**src/rtl/pipeline_hazard_ctrl.sv**
```systemverilog
// Stall/flush sequencer for the 5-stage pipeline: load-use, taken-branch, slow-memory
// and invalid-opcode handling, plus saturating stall/flush performance counters.
module pipeline_hazard_ctrl #(
    parameter int unsigned MEM_TIMEOUT = 255,
    parameter int unsigned DRAIN_DEPTH = 3,
    parameter int unsigned CNT_W       = 32
) (
    input  logic             clk,
    input  logic             rst,
    input  logic [4:0]       id_rs1,
    input  logic [4:0]       id_rs2,
    input  logic             id_use_rs1,
    input  logic             id_use_rs2,
    input  logic             id_inv_op,
    input  logic             ex_memread,
    input  logic [4:0]       ex_rd,
    input  logic             ex_branch_taken,
    input  logic             mem_req,
    input  logic             mem_ready,
    output logic             pc_we,
    output logic             pc_sel_branch,
    output logic             if_id_we,
    output logic             if_id_flush,
    output logic             id_ex_we,
    output logic             id_ex_bubble,
    output logic             ex_mem_we,
    output logic             mem_wb_bubble,
    output logic             halted,
    output logic             mem_err,
    output logic [CNT_W-1:0] stall_cycles,
    output logic [CNT_W-1:0] flush_count
);

    localparam logic [1:0] S_RUN      = 2'd0;
    localparam logic [1:0] S_MEM_WAIT = 2'd1;
    localparam logic [1:0] S_DRAIN    = 2'd2;
    localparam logic [1:0] S_HALT     = 2'd3;

    localparam int unsigned WAIT_W  = (MEM_TIMEOUT > 1) ? $clog2(MEM_TIMEOUT + 1) : 1;
    localparam int unsigned DRAIN_W = (DRAIN_DEPTH > 1) ? $clog2(DRAIN_DEPTH + 1) : 1;

    logic [1:0]         state;
    logic [1:0]         state_nxt;
    logic [WAIT_W-1:0]  wait_cnt;
    logic [WAIT_W-1:0]  wait_cnt_nxt;
    logic [DRAIN_W-1:0] drain_cnt;
    logic [DRAIN_W-1:0] drain_cnt_nxt;
    logic               timeout;
    logic               flush_inc;
    logic               stall_inc;
    logic               freeze;
    logic               load_use;

    assign freeze   = mem_req && !mem_ready;
    assign load_use = ex_memread && (ex_rd != 5'd0) &&
                      (((ex_rd == id_rs1) && id_use_rs1) || ((ex_rd == id_rs2) && id_use_rs2));

    // Next state and combinational pipeline controls; MEM_WAIT acts as RUN once unfrozen.
    always_comb begin
        state_nxt     = state;
        wait_cnt_nxt  = wait_cnt;
        drain_cnt_nxt = drain_cnt;
        timeout       = 1'b0;
        flush_inc     = 1'b0;
        pc_we         = 1'b1;
        pc_sel_branch = 1'b0;
        if_id_we      = 1'b1;
        if_id_flush   = 1'b0;
        id_ex_we      = 1'b1;
        id_ex_bubble  = 1'b0;
        ex_mem_we     = 1'b1;
        mem_wb_bubble = 1'b0;

        if (rst) begin
            pc_we     = 1'b0;
            if_id_we  = 1'b0;
            id_ex_we  = 1'b0;
            ex_mem_we = 1'b0;
        end else if (state == S_HALT) begin
            pc_we     = 1'b0;
            if_id_we  = 1'b0;
            id_ex_we  = 1'b0;
            ex_mem_we = 1'b0;
        end else if (freeze) begin
            pc_we         = 1'b0;
            if_id_we      = 1'b0;
            id_ex_we      = 1'b0;
            ex_mem_we     = 1'b0;
            mem_wb_bubble = 1'b1;
            wait_cnt_nxt  = wait_cnt + WAIT_W'(1);
            if (wait_cnt == WAIT_W'(MEM_TIMEOUT - 1)) begin
                state_nxt = S_HALT;
                timeout   = 1'b1;
            end else if (state == S_RUN) begin
                state_nxt = S_MEM_WAIT;
            end
        end else begin
            wait_cnt_nxt = '0;
            if (state == S_DRAIN) begin
                pc_we        = 1'b0;
                if_id_we     = 1'b0;
                id_ex_bubble = 1'b1;
                if (drain_cnt <= DRAIN_W'(1)) begin
                    drain_cnt_nxt = '0;
                    state_nxt     = S_HALT;
                end else begin
                    drain_cnt_nxt = drain_cnt - DRAIN_W'(1);
                end
            end else begin
                state_nxt = S_RUN;
                if (ex_branch_taken) begin
                    pc_sel_branch = 1'b1;
                    if_id_flush   = 1'b1;
                    id_ex_bubble  = 1'b1;
                    flush_inc     = 1'b1;
                end else if (id_inv_op) begin
                    pc_we         = 1'b0;
                    if_id_we      = 1'b0;
                    id_ex_bubble  = 1'b1;
                    drain_cnt_nxt = DRAIN_W'(DRAIN_DEPTH);
                    state_nxt     = S_DRAIN;
                end else if (load_use) begin
                    pc_we        = 1'b0;
                    if_id_we     = 1'b0;
                    id_ex_bubble = 1'b1;
                end
            end
        end
    end

    assign stall_inc = (state != S_HALT) && !pc_we;

    // State, status flags and saturating performance counters.
    always_ff @(posedge clk or posedge rst) begin
        if (rst) begin
            state        <= S_RUN;
            wait_cnt     <= '0;
            drain_cnt    <= '0;
            halted       <= 1'b0;
            mem_err      <= 1'b0;
            stall_cycles <= '0;
            flush_count  <= '0;
        end else begin
            state     <= state_nxt;
            wait_cnt  <= wait_cnt_nxt;
            drain_cnt <= drain_cnt_nxt;
            halted    <= (state_nxt == S_HALT);
            mem_err   <= mem_err || timeout;
            if (stall_inc && (stall_cycles != '1)) begin
                stall_cycles <= stall_cycles + CNT_W'(1);
            end
            if (flush_inc && (flush_count != '1)) begin
                flush_count <= flush_count + CNT_W'(1);
            end
        end
    end

endmodule

```
**config.mk**
```make
export PLATFORM = sky130hd
export DESIGN_NAME = pipeline_hazard_ctrl
export DESIGN_NICKNAME = d
export VERILOG_FILES = /design/src/rtl/pipeline_hazard_ctrl.sv
export SDC_FILE = /design/constraint.sdc
export NUM_CORES = 1
export LEC_CHECK = 0
export ABC_CLOCK_PERIOD_IN_PS = 8100
export CAP_MARGIN = 20
export CORE_UTILIZATION = 45
export CTS_CLUSTER_DIAMETER = 120
export CTS_CLUSTER_SIZE = 28
export DETAILED_ROUTE_END_ITERATION = 8
export PLACE_DENSITY = 0.75
export SYNTH_ARGS = -nofsm -noshare
export SYNTH_HDL_FRONTEND = slang
export SYNTH_SLANG_ARGS = --single-unit
```
**constraint.sdc**
```tcl
create_clock -name clk -period 8.1 [get_ports clk]
set_clock_uncertainty 0.1 [all_clocks]
set_input_delay 1.215 -clock clk [delete_from_list [all_inputs] [get_ports clk]]
set_output_delay 1.215 -clock clk [all_outputs]
set_load 0.01 [all_outputs]
```
==> results of run 1 <==
-- report_power, final --
part	total (uW)	internal (uW)	switching, uW
sequential	490	435	55.5
combinational	216	120	95.2
clock	286	150	136
-- synthesized netlist by cell type --
cell | number | area, sq um
nor3_1 | 9 | 45.0
o31ai_1 | 1 | 7.51
o21ai_1 | 1 | 5.00
nand2b_1 | 2 | 12.5
or4_1 | 1 | 7.51
nand4b_1 | 2 | 17.5
ha_1 | 4 | 50.1
nor4bb_1 | 1 | 10.0
nor4_1 | 14 | 87.6
a21o_1 | 2 | 15.0
and4_1 | 2 | 17.5
nor2b_1 | 2 | 12.5
o31ai_4 | 1 | 21.3
and2_1 | 5 | 31.3
mux2_2 | 2 | 22.5
inv_1 | 14 | 52.6
a31oi_1 | 3 | 18.8
nor2_1 | 18 | 67.6
and3_1 | 20 | 125
a21boi_0 | 1 | 7.51
nand4_1 | 19 | 119
xor2_1 | 20 | 175
clkbuf_1 | 8 | 30.0
o22ai_1 | 3 | 18.8
nand3_1 | 41 | 205
o21bai_1 | 1 | 7.51
nand2_1 | 31 | 116
buf_4 | 3 | 22.5
or4b_1 | 1 | 10.0
a21oi_1 | 7 | 35.0
dfrtp_1 | 78 | 1950
nor3b_1 | 1 | 7.51
o21ai_0 | 14 | 70.1
xnor2_1 | 52 | 455
or3_1 | 6 | 37.5
buf_2 | 5 | 25.0
-- critical path, delay by kind of cell --
kind | cells | cell delay (ns)
buf+inv | 3 | 1.66
xor+xnor | 1 | 0.23
compound gates | 3 | 0.97
simple gates | 1 | 0.12
-- area by class of cell --
cell class / instances / area share (%)
multi-input cells: 287 / 35.6
inverters: 14 / 1.02
clock inverters: 3 / 0.847
well taps: 105 / 2.54
flip-flops and latches: 78 / 37.8
clock buffers: 12 / 2.81
repair buffers: 99 / 19.5
-- layer usage --
metal	global-route usage [%]	vias up	part of all wire (%)
li1	-	1571	-
met1	28.7	1504	46
met2	32.4	68	48
met3	5.26	6	4.7
met4	6.69	0	0.76
met5	0	-	0
-- final timing paths --
kind | start | endpoint | cells past startpoint
max | ex_rd[4] | if_id_we | 8
min | stall_cycles[6] | stall_cycles[6] | 1
max reg2reg | stall_cycles[12] | stall_cycles[21] | 7
min reg2reg | stall_cycles[6] | stall_cycles[6] | 1
max in group asynchronous | rst | stall_cycles[17] | 4
min in group asynchronous | rst | wait_cnt[0] | 3
-- cell families after synthesis --
logic type               after synthesis  share of synthesized area, %
flip-flops                            78                          49.8
AND/OR/NAND/NOR                      175                          23.7
adder cells (fa/ha/maj)                4                          1.28
buffers and inverters                 30                          3.32
AO/OA/AOI/OAI                         34                          5.26
multiplexers                           2                         0.574
XOR/XNOR                              72                          16.1
-- stage by stage --
step | setup WS [ns] | power, uW
after floorplan | 2.88 | 596
after global placement | 2.66 | 706
after detailed placement | 2.59 | 714
after CTS | 2.57 | 1000
after global routing | 2.36 | 1050
final | 2.58 | 992
-- registers in the layout, indices dropped and copies added (netlist names) --
signal and count:
flush_count 32, stall_cycles 32, wait_cnt 8, drain_cnt 2, state 2, halted 1, mem_err 1
==> key figures, run 1 <==
Power and ir drop
  • Leakage: 0.00212 uW
  • Power Density: 192 nW/um^2
  • Peak supply drop: 128 uV

Die
  • CORE AREA: 8340 sq um
  • Cell Rows: 33
  • IO Pins: 98
  • Die Ht: 95.4 um
  • Die area: 9090 sq um
  • Starting density of the core: 47.0%
  • Width of the die: 95.4 um

Placed design
  • RePlAce Congestion: 0.796
  • Buffers on Ports: 97
  • Placed Cells: 582
  • Area after DPL: 4950 sq um
  • DP HPWL: 6.25 mm

Setup path
  • WS Path Type: input pin to output port
  • Crit path DAT: 4.20 ns
  • Worst EP required: 6.78 ns
  • CP startpoint kind: input pin
  • Critical Path Max Stage Delay: 0.70 ns
  • CP Cell Sequence: clkdlybuf4s50_1 > xnor2_1 > nand4_1 > o22ai_1 > a31oi_1 > o21ai_1 > inv_1 > clkdlybuf4s50_1
  • Cell repeated most along the worst path: clkdlybuf4s50_1
  • Max FO, Critical Path: 21
  • CP max-delay cell: o21ai_1
  • Worst setup EP type: output port
  • Flop2flop setup slack: 4.88 ns

CTS
  • Resized cells post-CTS: 0
  • CTS Buf Count: 9
  • Worst-skew pair later-pin latency: 0.34 ns
  • Clock Tree Buf Depth: 2
  • CTS tree: yes
  • Root buf cell: clkbuf_8
  • Sink Count: 78
  • CTS clk-pin slew, worst paths: 0.08 ns
  • Post CTS Setup Buffer Count: 0
  • H-tree Lvls: 3
  • CTS Hold Buffers Added: 0

Flow run
  • Max-Cap Viols: 0

Timing
  • Setup violators final: 0
  • RSZ-0062 raised after global routing: no
  • Hold slack final: 0.386 ns
  • Fin Setup TNS: 0 ns
  • Worst Max-Slew Pin Slew: 0.884 ns
  • Crit share post-route: 68.1%
  • FMAX: 0.181 GHz
  • Tmin final: 5.52 ns
  • Final Hold Viols: 0
  • Slew Limit Fails: 0
  • Rel. slew slack: 40.7%

Finish
  • Most frequent cells in the layout: 97 x clkdlybuf4s50_1, 78 x dfrtp_1, 52 x xnor2_1
  • FF/Latch Area: 1950 sq um
  • Final Util: 62.0%
  • Filler instances: 688
  • Commonest non-fill, non-tap cell in the layout: clkdlybuf4s50_1
  • Area grow syn2layout: 31.8%
  • Multi-input logic area: 1840 sq um
  • Fin nets: 517
  • # diodes: 0
  • Share of layout cells above drive strength 1: 3.85%
  • Final Cell Area: 5170 sq um
  • Post-route insts no fill: 598

Synth
  • Post-Syn Area: 3920 sq um
  • Synth warn: 0
  • Mapped Nets: 423
  • Syn avg cell area: 9.93 sq um
  • Synthesized flop and latch total: 78
  • Sequential area share after synthesis: 49.8%
  • Cells after Synth: 395
  • Post-synth cell types: 36

Drt
  • Drt initial violations: 139
  • DRT Pass-1 Iters: 4
  • DRT Wirelength: 8.72 mm
  • Vias: 3,149
  • Post-DRT Antenna Nets: 0
  • Routed WL per cell: 14.6 um
  • # DRC: 0
  • Vias per inst: 5.27

Global route
  • First-pass GRT wire length: 14.6 mm
  • Grt ovf: 0
  • Largest net degree at the start of global routing: 82
  • Antenna violations before repair: 0
  • GRT Util Overall: 20.9%
  • Vias in the first global route: 2,962

Run status
  • Status: completed

Hold path
  • Worst Hold Class: flip-flop to flip-flop
(Power assumes the default switching activity.)
==> inputs of run 2 (changes only) <==
Settings changed: ABC_CLOCK_PERIOD_IN_PS 8100 to 5200.
Clock period 8.1 ns to 5.2 ns, I/O delays scaled along.
==> run 2 against run 1 <==
Global-route usage increased by 0.27 points. Final cell count is 0.33% higher. Combinational power grew 56%. Hold slack better by 0.0067 ns. First-iteration DRC count decreased by 29%. Wire length grew 3.2%. Sequential cell count unchanged. Highest routed layer unchanged. Utilization rose by 0.54 points. Die area did not move. Critical path depth rose by 1. Non-clock buffer count rose by 1. Final area up 0.87%.
==> key figures, run 2 (synthesis gave the netlist of run 1 again) <==
Run status
  • Status: completed

Placed design
  • RePlAce Congestion: 0.838 (+5.2%)
  • Placed Cells: 583 (+0.17%)
  • DP HPWL: 6.28 mm (+0.50%)
  • Pre-CTS setup slack: 1.15 ns (-1.43 ns)
  • Buffers on Ports: 97 (unchanged)

Setup path
  • Buf/Inv on CP: 4 (+1)
  • Crit path DAT: 3.21 ns (-0.99 ns)
  • Critical Path Max Stage Delay: 0.66 ns (-0.04 ns)
  • CP max-delay cell: clkdlybuf4s50_1
  • Max FO, Critical Path: 21 (unchanged)
  • CP startpoint kind: input pin
  • Worst setup EP type: output port
  • Delay-heaviest family, CP: buffers and inverters
  • CP Cell Sequence: clkdlybuf4s50_1 > xnor2_1 > nand4_1 > o22ai_1 > a31oi_1 > o21ai_1 > buf_4 > inv_1 > clkdlybuf4s50_1
  • Cell repeated most along the worst path: clkdlybuf4s50_1
  • Worst EP required: 4.32 ns (-2.46 ns)
  • WS Path Type: input pin to output port

Timing
  • RSZ-0062 raised after global routing: no
  • Crit share post-route: 78.6%
  • Slew Limit Fails: 0 (unchanged)
  • Fin worst setup slack: 1.11 ns (-1.47 ns)
  • Final Hold Viols: 0 (unchanged)
  • FMAX: 0.245 GHz
  • Rel. slew slack: 41.7% (+1.1 points)
  • Tmin final: 4.09 ns
  • Fin Setup TNS: 0 ns (unchanged)
  • Worst Max-Slew Pin Slew: 0.874 ns (-0.00991 ns)
  • Setup violators final: 0 (unchanged)
  • Hold slack final: 0.392 ns (+0.00675 ns)

Finish
  • # diodes: 0 (unchanged)
  • Multi-input logic area: 1840 sq um (unchanged)
  • FF/Latch Area: 1950 sq um (unchanged)
  • Post-route insts no fill: 600 (+0.33%)
  • Area grow syn2layout: 33.0%
  • Final Util: 62.5% (+0.54 points)
  • Commonest non-fill, non-tap cell in the layout: clkdlybuf4s50_1
  • Filler instances: 702 (+2.0%)
  • Most frequent cells in the layout: 97 x clkdlybuf4s50_1, 78 x dfrtp_1, 52 x xnor2_1
  • Share of layout cells above drive strength 1: 4.65% (+0.79 points)
  • Largest registers: flush_count: 32 flops, stall_cycles: 32 flops, wait_cnt: 8 flops
  • Fin nets: 518 (+0.19%)

Drt
  • Vias per inst: 5.48 (+4.0%)
  • DRT Wirelength: 9.00 mm (+3.2%)
  • Vias: 3,285 (+4.3%)
  • Post-DRT Antenna Nets: 0 (unchanged)
  • # DRC: 0 (unchanged)
  • DRT Pass-1 Iters: 4 (unchanged)
  • Routed WL per cell: 15.0 um (+2.9%)
  • Drt initial violations: 99 (-29%)

CTS
  • Root buf cell: clkbuf_8
  • Sink Count: 78 (unchanged)
  • H-tree Lvls: 3 (unchanged)
  • Clock Tree Buf Depth: 2 (unchanged)
  • Worst-skew pair later-pin latency: 0.35 ns (about the same)
  • CTS clk-pin slew, worst paths: 0.09 ns (about the same)
  • CTS tree: yes
  • CTS Hold Buffers Added: 0 (unchanged)
  • Resized cells post-CTS: 0 (unchanged)
  • Post CTS Setup Buffer Count: 0 (unchanged)
  • CTS Buf Count: 9 (unchanged)

Die
  • Cell Rows: 33 (unchanged)
  • IO Pins: 98 (unchanged)
  • Die area: 9090 sq um (unchanged)
  • Die Ht: 95.4 um (unchanged)
  • CORE AREA: 8340 sq um (unchanged)
  • Starting density of the core: 47.0% (unchanged)
  • Width of the die: 95.4 um (unchanged)

Hold path
  • Worst Hold Class: flip-flop to flip-flop

Global route
  • GRT Util Overall: 21.2% (+0.27 points)
  • Vias in the first global route: 3,211 (+8.4%)
  • Grt ovf: 0 (unchanged)
  • Antenna violations before repair: 0 (unchanged)
  • First-pass GRT wire length: 14.9 mm (+2.5%)
  • Largest net degree at the start of global routing: 81 (-1.2%)

Power and ir drop
  • Peak supply drop: 199 uV (+56%)
  • Leakage: 0.00214 uW (+0.86%)
  • Power Density: 309 nW/um^2 (+61%)

Flow run
  • Max-Cap Viols: 0 (unchanged)
==> run 2: cell types whose count changed in the layout (fill, tap and decap cells not counted), sizes merged <==
cell / change
buf: +1
bufinv: +1
clkbuf: -3
clkinvlp: +1
inv: +2
==> run 2: stage by stage <==
step / area [sq um] / total power (uW)
floorplan: 3920 / 928
global placement: 4960 / 1100
detailed placement: 4960 / 1110
CTS: 5190 / 1630
global route: 5220 / 1700
finish: 5220 / 1610
==> run 2: worst paths after layout <==
check	start	end	slack [ns]	cells past startpoint
hold / removal	flush_count[19]	flush_count[19]	0.39	1
hold reg to reg	flush_count[19]	flush_count[19]	0.39	1
setup reg to reg	stall_cycles[13]	stall_cycles[21]	1.92	7
max in group asynchronous	rst	flush_count[15]	3.72	4
setup / recovery	ex_rd[4]	if_id_we	1.11	9
min in group asynchronous	rst	wait_cnt[5]	0.72	3
==> run 2: report_power, final <==
group | switching (uW) | internal, uW | total [uW]
Clock | 239 | 276 | 516
Sequential | 84.3 | 677 | 762
Combinational | 149 | 187 | 336
==> run 2: metal layers <==
metal	global-route usage (%)	routed length [um]	up-vias
met4	7.20	99	0
met2	34.2	4340	86
met5	0	0	-
met3	4.94	413	9
met1	28.0	4150	1612
li1	-	-	1578
==> run 2: cell type report <==
cell class / instances / area share (%)
sequential: 78 / 37.4
tap: 105 / 2.52
timing repair buffer: 100 / 19.4
multi-input combinational: 287 / 35.3
clock buffer: 9 / 2.38
clock inverter: 7 / 1.97
inverter: 14 / 1.01
==> run 2: worst register-to-register path, delay by kind of cell, from the launching register on <==
| kind | cells | cell delay [ns] |
|---|---|---|
| XOR/XNOR | 1 | 0.17 |
| AO/OA/AOI/OAI | 1 | 0.83 |
| AND/OR/NAND/NOR | 5 | 1.62 |
| flip-flops | 1 | 0.43 |
==> inputs of run 3 (changes only) <==
Settings changed: ABC_CLOCK_PERIOD_IN_PS 5200 to 3400, PLACE_DENSITY 0.75 to 0.78.
Clock period 5.2 ns to 3.4 ns, I/O delays scaled along.
==> run 3 against run 2 <==
Die area did not move. Register-to-register slack got worse by 1.2 ns. Final cell count up 0.33%. First-iteration DRC count grew 11%. Critical path type unchanged. Largest cell class unchanged.
==> key figures, run 3 (synthesis gave the netlist of run 1 again) <==
Timing
  • RSZ-0062 raised after global routing: no
  • Tmin final: 3.08 ns
  • Fin Setup TNS: 0 ns (unchanged)
  • Final Hold Viols: 0 (unchanged)
  • FMAX: 0.325 GHz
  • Rel. slew slack: 33.9% (-7.8 points)
  • Fin worst setup slack: 0.321 ns (-0.793 ns)
  • Worst Max-Slew Pin Slew: 0.991 ns (+0.117 ns)
  • Crit share post-route: 90.6%
  • Slew Limit Fails: 0 (unchanged)
  • Setup violators final: 0 (unchanged)

Setup path
  • Flop2flop setup slack: 0.68 ns (-1.24 ns)
  • Worst Setup SP: ex_rd[0]
  • Buf/Inv on CP: 3 (-1)
  • Cell repeated most along the worst path: clkdlybuf4s50_1
  • Crit path DAT: 2.47 ns (-0.74 ns)
  • Reg2reg end: stall_cycles[21]
  • CP startpoint kind: input pin
  • WS Path Type: input pin to output port
  • Critical Path Max Stage Delay: 0.50 ns (-0.16 ns)
  • Reg2reg start: stall_cycles[12]
  • CP max-delay cell: clkdlybuf4s50_1
  • CP Cell Sequence: clkdlybuf4s50_1 > xnor2_1 > nand4_1 > o22ai_1 > a31oi_1 > o21ai_1 > inv_1 > clkdlybuf4s50_1
  • Max FO, Critical Path: 3 (-86%)
  • Worst setup EP type: output port
  • Delay-heaviest family, CP: buffers and inverters
  • Worst EP required: 2.79 ns (-1.53 ns)
  • Reg2Reg Depth: 7 (unchanged)

Placed design
  • Buffers on Ports: 97 (unchanged)
  • RePlAce Congestion: 0.806 (-3.8%)
  • DP HPWL: 6.55 mm (+4.2%)
  • Pre-CTS setup slack: 0.332 ns (-0.821 ns)
  • Placed Cells: 586 (+0.51%)

Power and ir drop
  • Power Density: 464 nW/um^2 (+50%)
  • Clock Power Share: 29.8% (-2.2 points)
  • Peak supply drop: 399 uV (+100%)
  • Sw power: 707 uW (+50%)
  • Seq pwr share: 48.4% (+1.2 points)
  • Sw frac: 29.3% (about the same)
  • Cell-internal power: 1710 uW (+50%)
  • Total Power: 2410 uW (+50%)
  • Comb pwr share: 21.7% (+0.9 points)
  • Leakage: 0.00213 uW (-0.38%)

CTS
  • Sink Count: 78 (unchanged)
  • Resized cells post-CTS: 0 (unchanged)
  • Root buf cell: clkbuf_8
  • CTS clk-pin slew, worst paths: 0.08 ns (about the same)
  • H-tree Lvls: 3 (unchanged)
  • CTS Buf Count: 9 (unchanged)
  • Worst-skew pair later-pin latency: 0.33 ns (-0.02 ns)
  • CTS tree: yes
  • Clock Tree Buf Depth: 2 (unchanged)
  • Post CTS Setup Buffer Count: 0 (unchanged)
  • CTS Hold Buffers Added: 0 (unchanged)

Finish
  • Area grow syn2layout: 32.5%
  • # diodes: 0 (unchanged)
  • Share of layout cells above drive strength 1: 5.03% (+0.38 points)
  • Commonest non-fill, non-tap cell in the layout: clkdlybuf4s50_1
  • Fin nets: 520 (+0.39%)
  • Filler instances: 689 (-1.9%)
  • Largest registers: flush_count: 32 flops, stall_cycles: 32 flops, wait_cnt: 8 flops
  • Most frequent cells in the layout: 97 x clkdlybuf4s50_1, 78 x dfrtp_1, 52 x xnor2_1
  • Post-route insts no fill: 602 (+0.33%)

Drt
  • Vias: 3,281 (-0.12%)
  • Drt initial violations: 110 (+11%)
  • DRT Wirelength: 9.13 mm (+1.3%)
  • # DRC: 0 (unchanged)
  • DRT Pass-1 Iters: 5 (+1)
  • Post-DRT Antenna Nets: 0 (unchanged)
  • Routed WL per cell: 15.2 um (+1.0%)
  • Vias per inst: 5.45 (-0.45%)

Global route
  • Largest net degree at the start of global routing: 81 (unchanged)
  • First-pass GRT wire length: 15.1 mm (+0.92%)
  • Vias in the first global route: 3,143 (-2.1%)
  • Antenna violations before repair: 0 (unchanged)
  • Grt ovf: 0 (unchanged)
  • GRT Util Overall: 21.3% (+0.13 points)

Flow run
  • Max-Cap Viols: 0 (unchanged)

Hold path
  • Hold endpoint: wait_cnt[7]
  • Worst Hold Class: flip-flop to flip-flop
  • Hold_sp: wait_cnt[7]
  • Hold Path Depth: 1 (unchanged)

Die
  • Die Ht: 95.4 um (unchanged)
  • IO Pins: 98 (unchanged)
  • CORE AREA: 8340 sq um (unchanged)
  • Width of the die: 95.4 um (unchanged)
  • Die area: 9090 sq um (unchanged)
  • Cell Rows: 33 (unchanged)
  • Starting density of the core: 47.0% (unchanged)

Run status
  • Status: completed
run 3: layer usage:
layer  track usage (%)  wire [um]  up-vias  part of all wire (%)
li1                  -          -     1576                     -
met1              27.6       4110     1602                    45
met2              35.2       4460       91                    49
met3              5.50        433       12                   4.7
met4              5.93        121        0                   1.3
met5                 0          0        -                     0
run 3: final cells by class:
type	count	area, sq um	area share (%)
Tap cell	105	131	2.53
Inverter	14	56.3	1.08
Sequential cell	78	1950	37.6
Clock inverter	5	56.3	1.08
Timing Repair Buffer	102	1010	19.4
Multi-Input combinational cell	287	1840	35.4
Clock buffer	11	151	2.91
run 3: power by group through the flow:
stage,combinational (uW),sequential [uW],clock (uW)
6_report,524,1170,720
4_1_cts,528,1170,741
5_1_grt,568,1190,782
2_1_floorplan,222,1200,0
3_5_place_dp,527,1190,0
3_3_place_gp,510,1180,0
run 3: how the worst max path moves through the flow:
stage / end / slack (ns) / cells past startpoint
after floorplan: id_ex_bubble / 0.35 / 5
after CTS: pc_we / 0.35 / 8
final: if_id_we / 0.32 / 8
after global placement: stall_cycles[31] / 0.39 / 10
after global routing: pc_we / 0.22 / 8
after detailed placement: stall_cycles[31] / 0.33 / 10
run 3: metrics by stage:
stage | area, sq um | utilization [%] | hold WS [ns]
4_1_cts | 5190 | 62.3 | 0.395
5_1_grt | 5190 | 62.3 | 0.409
3_3_place_gp | 4990 | 59.8 | 0.368
6_report | 5190 | 62.3 | 0.395
2_1_floorplan | 3930 | - | 0.342
3_5_place_dp | 4990 | 59.8 | 0.373
==> edit, RTL diff (flow settings as in run 1) <==
Put one more register stage on the output `flush_count`, with the module's reset. The value now appears one clock later. The other outputs are not delayed to match.
--- a/src/rtl/pipeline_hazard_ctrl.sv
+++ b/src/rtl/pipeline_hazard_ctrl.sv
@@ -38,6 +38,8 @@
 
     localparam int unsigned WAIT_W  = (MEM_TIMEOUT > 1) ? $clog2(MEM_TIMEOUT + 1) : 1;
     localparam int unsigned DRAIN_W = (DRAIN_DEPTH > 1) ? $clog2(DRAIN_DEPTH + 1) : 1;
+
+    logic [CNT_W-1:0] flush_count_s0;
 
     logic [1:0]         state;
     logic [1:0]         state_nxt;
@@ -139,7 +141,7 @@
             halted       <= 1'b0;
             mem_err      <= 1'b0;
             stall_cycles <= '0;
-            flush_count  <= '0;
+            flush_count_s0 <= '0;
         end else begin
             state     <= state_nxt;
             wait_cnt  <= wait_cnt_nxt;
@@ -149,9 +151,17 @@
             if (stall_inc && (stall_cycles != '1)) begin
                 stall_cycles <= stall_cycles + CNT_W'(1);
             end
-            if (flush_inc && (flush_count != '1)) begin
-                flush_count <= flush_count + CNT_W'(1);
+            if (flush_inc && (flush_count_s0 != '1)) begin
+                flush_count_s0 <= flush_count_s0 + CNT_W'(1);
             end
+        end
+    end
+
+    always_ff @(posedge clk or posedge rst) begin
+        if (rst) begin
+            flush_count <= '0;
+        end else begin
+            flush_count <= flush_count_s0;
         end
     end
 
Check against the original RTL: not equivalent (a bounded check fails within 4 cycles, from zero or initial values and one cycle with rst high).
==> edit against run 1 <==
- clock power up 15%
- non-clock buffer count up 1
- worst hold slack worse by 0.057 ns
- total power up 30%
- die area up 22%
- synthesized cell count up 7.6%
- setup slack better by 0.16 ns
- sequential cell count up 32
- sequential power up 42%
- global-route usage down 2.2 points
- area after synthesis up 22%
- wire length up 12%
- register-to-register slack better by 0.81 ns
- final area up 18%
- critical path type unchanged
- highest routed layer unchanged
==> edit: results <==
[outcome]
outcome = "complete, no violations"

[global_routing]
grt_pass1_wl_mm = 16.6
grt_usage_pct = 18.8
antenna_found_initial = 0
grt_max_degree = 66

[placement]
place_ws_ns = 2.76
io_buffers = 97
place_area_mm2 = 0.00588
post-place-cells = 646
hpwl_mm = 6.88
place_congestion = 0.825

[setup_path]
crit_path_max_incr_delay_ns = 0.57
crit_slowest_cell = "clkdlybuf4s50_1"
critPathArrivalTime_ns = 4.04
cp_max_fo = 19

[sta]
relSlewSlack_pct = 48.2

[clocking]
cts_made_buffers = 9
clk_latency_ns = 0.38
clk_pin_slew_ns = 0.11
cts_buffer_depth = 2
post-cts-setup-buffer-count = 0
root_buffer = "clkbuf_8"
htree_levels = 3

[drt]
drtIter0Drc = 132
wl_per_cell_um = 14.8
first_pass_iters = 4
vias = 3506
drt-total-wl_mm = 9.78

[hold_path]
min_path_type = "flip-flop to flip-flop"

[pwr]
ir_worst_vdd_uv = 146
p_leak_uw = 0.00257
p_switching_uw = 409

[cells_and_area]
drive_gt1_share_pct = 6.64
fillCellCount = 868
layout.nets = 550
top_regs = "flush_count (32), flush_count_s0 (32), stall_cycles (32)"

[synth]
synth_common_cells = "110 x dfrtp_1, 41 x xor2_1, 37 x nand2_1"
seq_area_frac_synth_pct = 57.4
netlist_instances = 425
synth_nets = 453
synth.distinct_cells = 45
yosys-top-cells-area = "dfrtp_1 57%, xor2_1 7.5%, xnor2_1 6.0%"
ys_async_sr_fraction_pct = 100
edit: changes by cell type after synthesis, sizes merged, moves of 3 or more:
cell	before	now
buf	8	12
nand4	19	15
xnor2	52	33
nor4	14	11
and3	20	15
and4	2	9
nor3	9	22
nand3	41	34
xor2	20	41
inv	14	9
clkbuf	8	2
nand2	31	37
or3	6	1
dfrtp	78	110
edit: final timing paths:
check	startpoint	to	slack, ns	depth (start not counted)
max in group asynchronous	rst	flush_count_s0[19]	5.42	3
setup reg to reg	state[1]	stall_cycles[11]	5.69	5
setup / recovery	ex_rd[1]	pc_we	2.74	7
hold reg to reg	flush_count_s0[12]	flush_count[12]	0.33	0
hold / removal	flush_count_s0[12]	flush_count[12]	0.33	0
min in group asynchronous	rst	wait_cnt[5]	1.29	2
edit: layer usage:
metal / global-route usage [%] / part of all wire (%) / up-vias
li1: - / - / 1670
met1: 25.2 / 46 / 1723
met2: 30.2 / 48 / 97
met3: 3.59 / 4.4 / 16
met4: 7.14 / 1.6 / 0
met5: 0 / 0 / -
edit: final cells by class:
cell class | count | area [um2] | share of cell area, %
repair buffers | 100 | 997 | 16.4
clock inverters | 7 | 73.8 | 1.21
multi-input cells | 292 | 1940 | 31.8
well taps | 136 | 170 | 2.79
inverters | 9 | 36.3 | 0.596
flip-flops and latches | 110 | 2750 | 45.2
clock buffers | 9 | 124 | 2.03
edit: logic make-up after synthesis:
group	count (synthesis)	synth area share, %
compound gates	34	4.49
flops	110	57.4
simple gates	178	20.8
mux	2	0.469
buf+inv	23	2.32
fa+ha+maj	4	1.04
xor+xnor	74	13.5
edit: stage by stage:
step | utilization [%] | hold slack, ns
after floorplan | - | 0.284
after global placement | 57.0 | 0.309
after detailed placement | 57.0 | 0.306
after CTS | 58.9 | 0.330
after global routing | 59.0 | 0.338
final | 59.0 | 0.328
edit: power groups by stage:
| stage | Sequential, uW | Combinational (uW) | Clock, uW |
|---|---|---|---|
| 4_1_cts | 694 | 266 | 340 |
| 3_5_place_dp | 704 | 264 | 0 |
| 2_1_floorplan | 708 | 112 | 0 |
| 5_1_grt | 706 | 289 | 363 |
| 3_3_place_gp | 700 | 259 | 0 |
| 6_report | 694 | 263 | 329 |
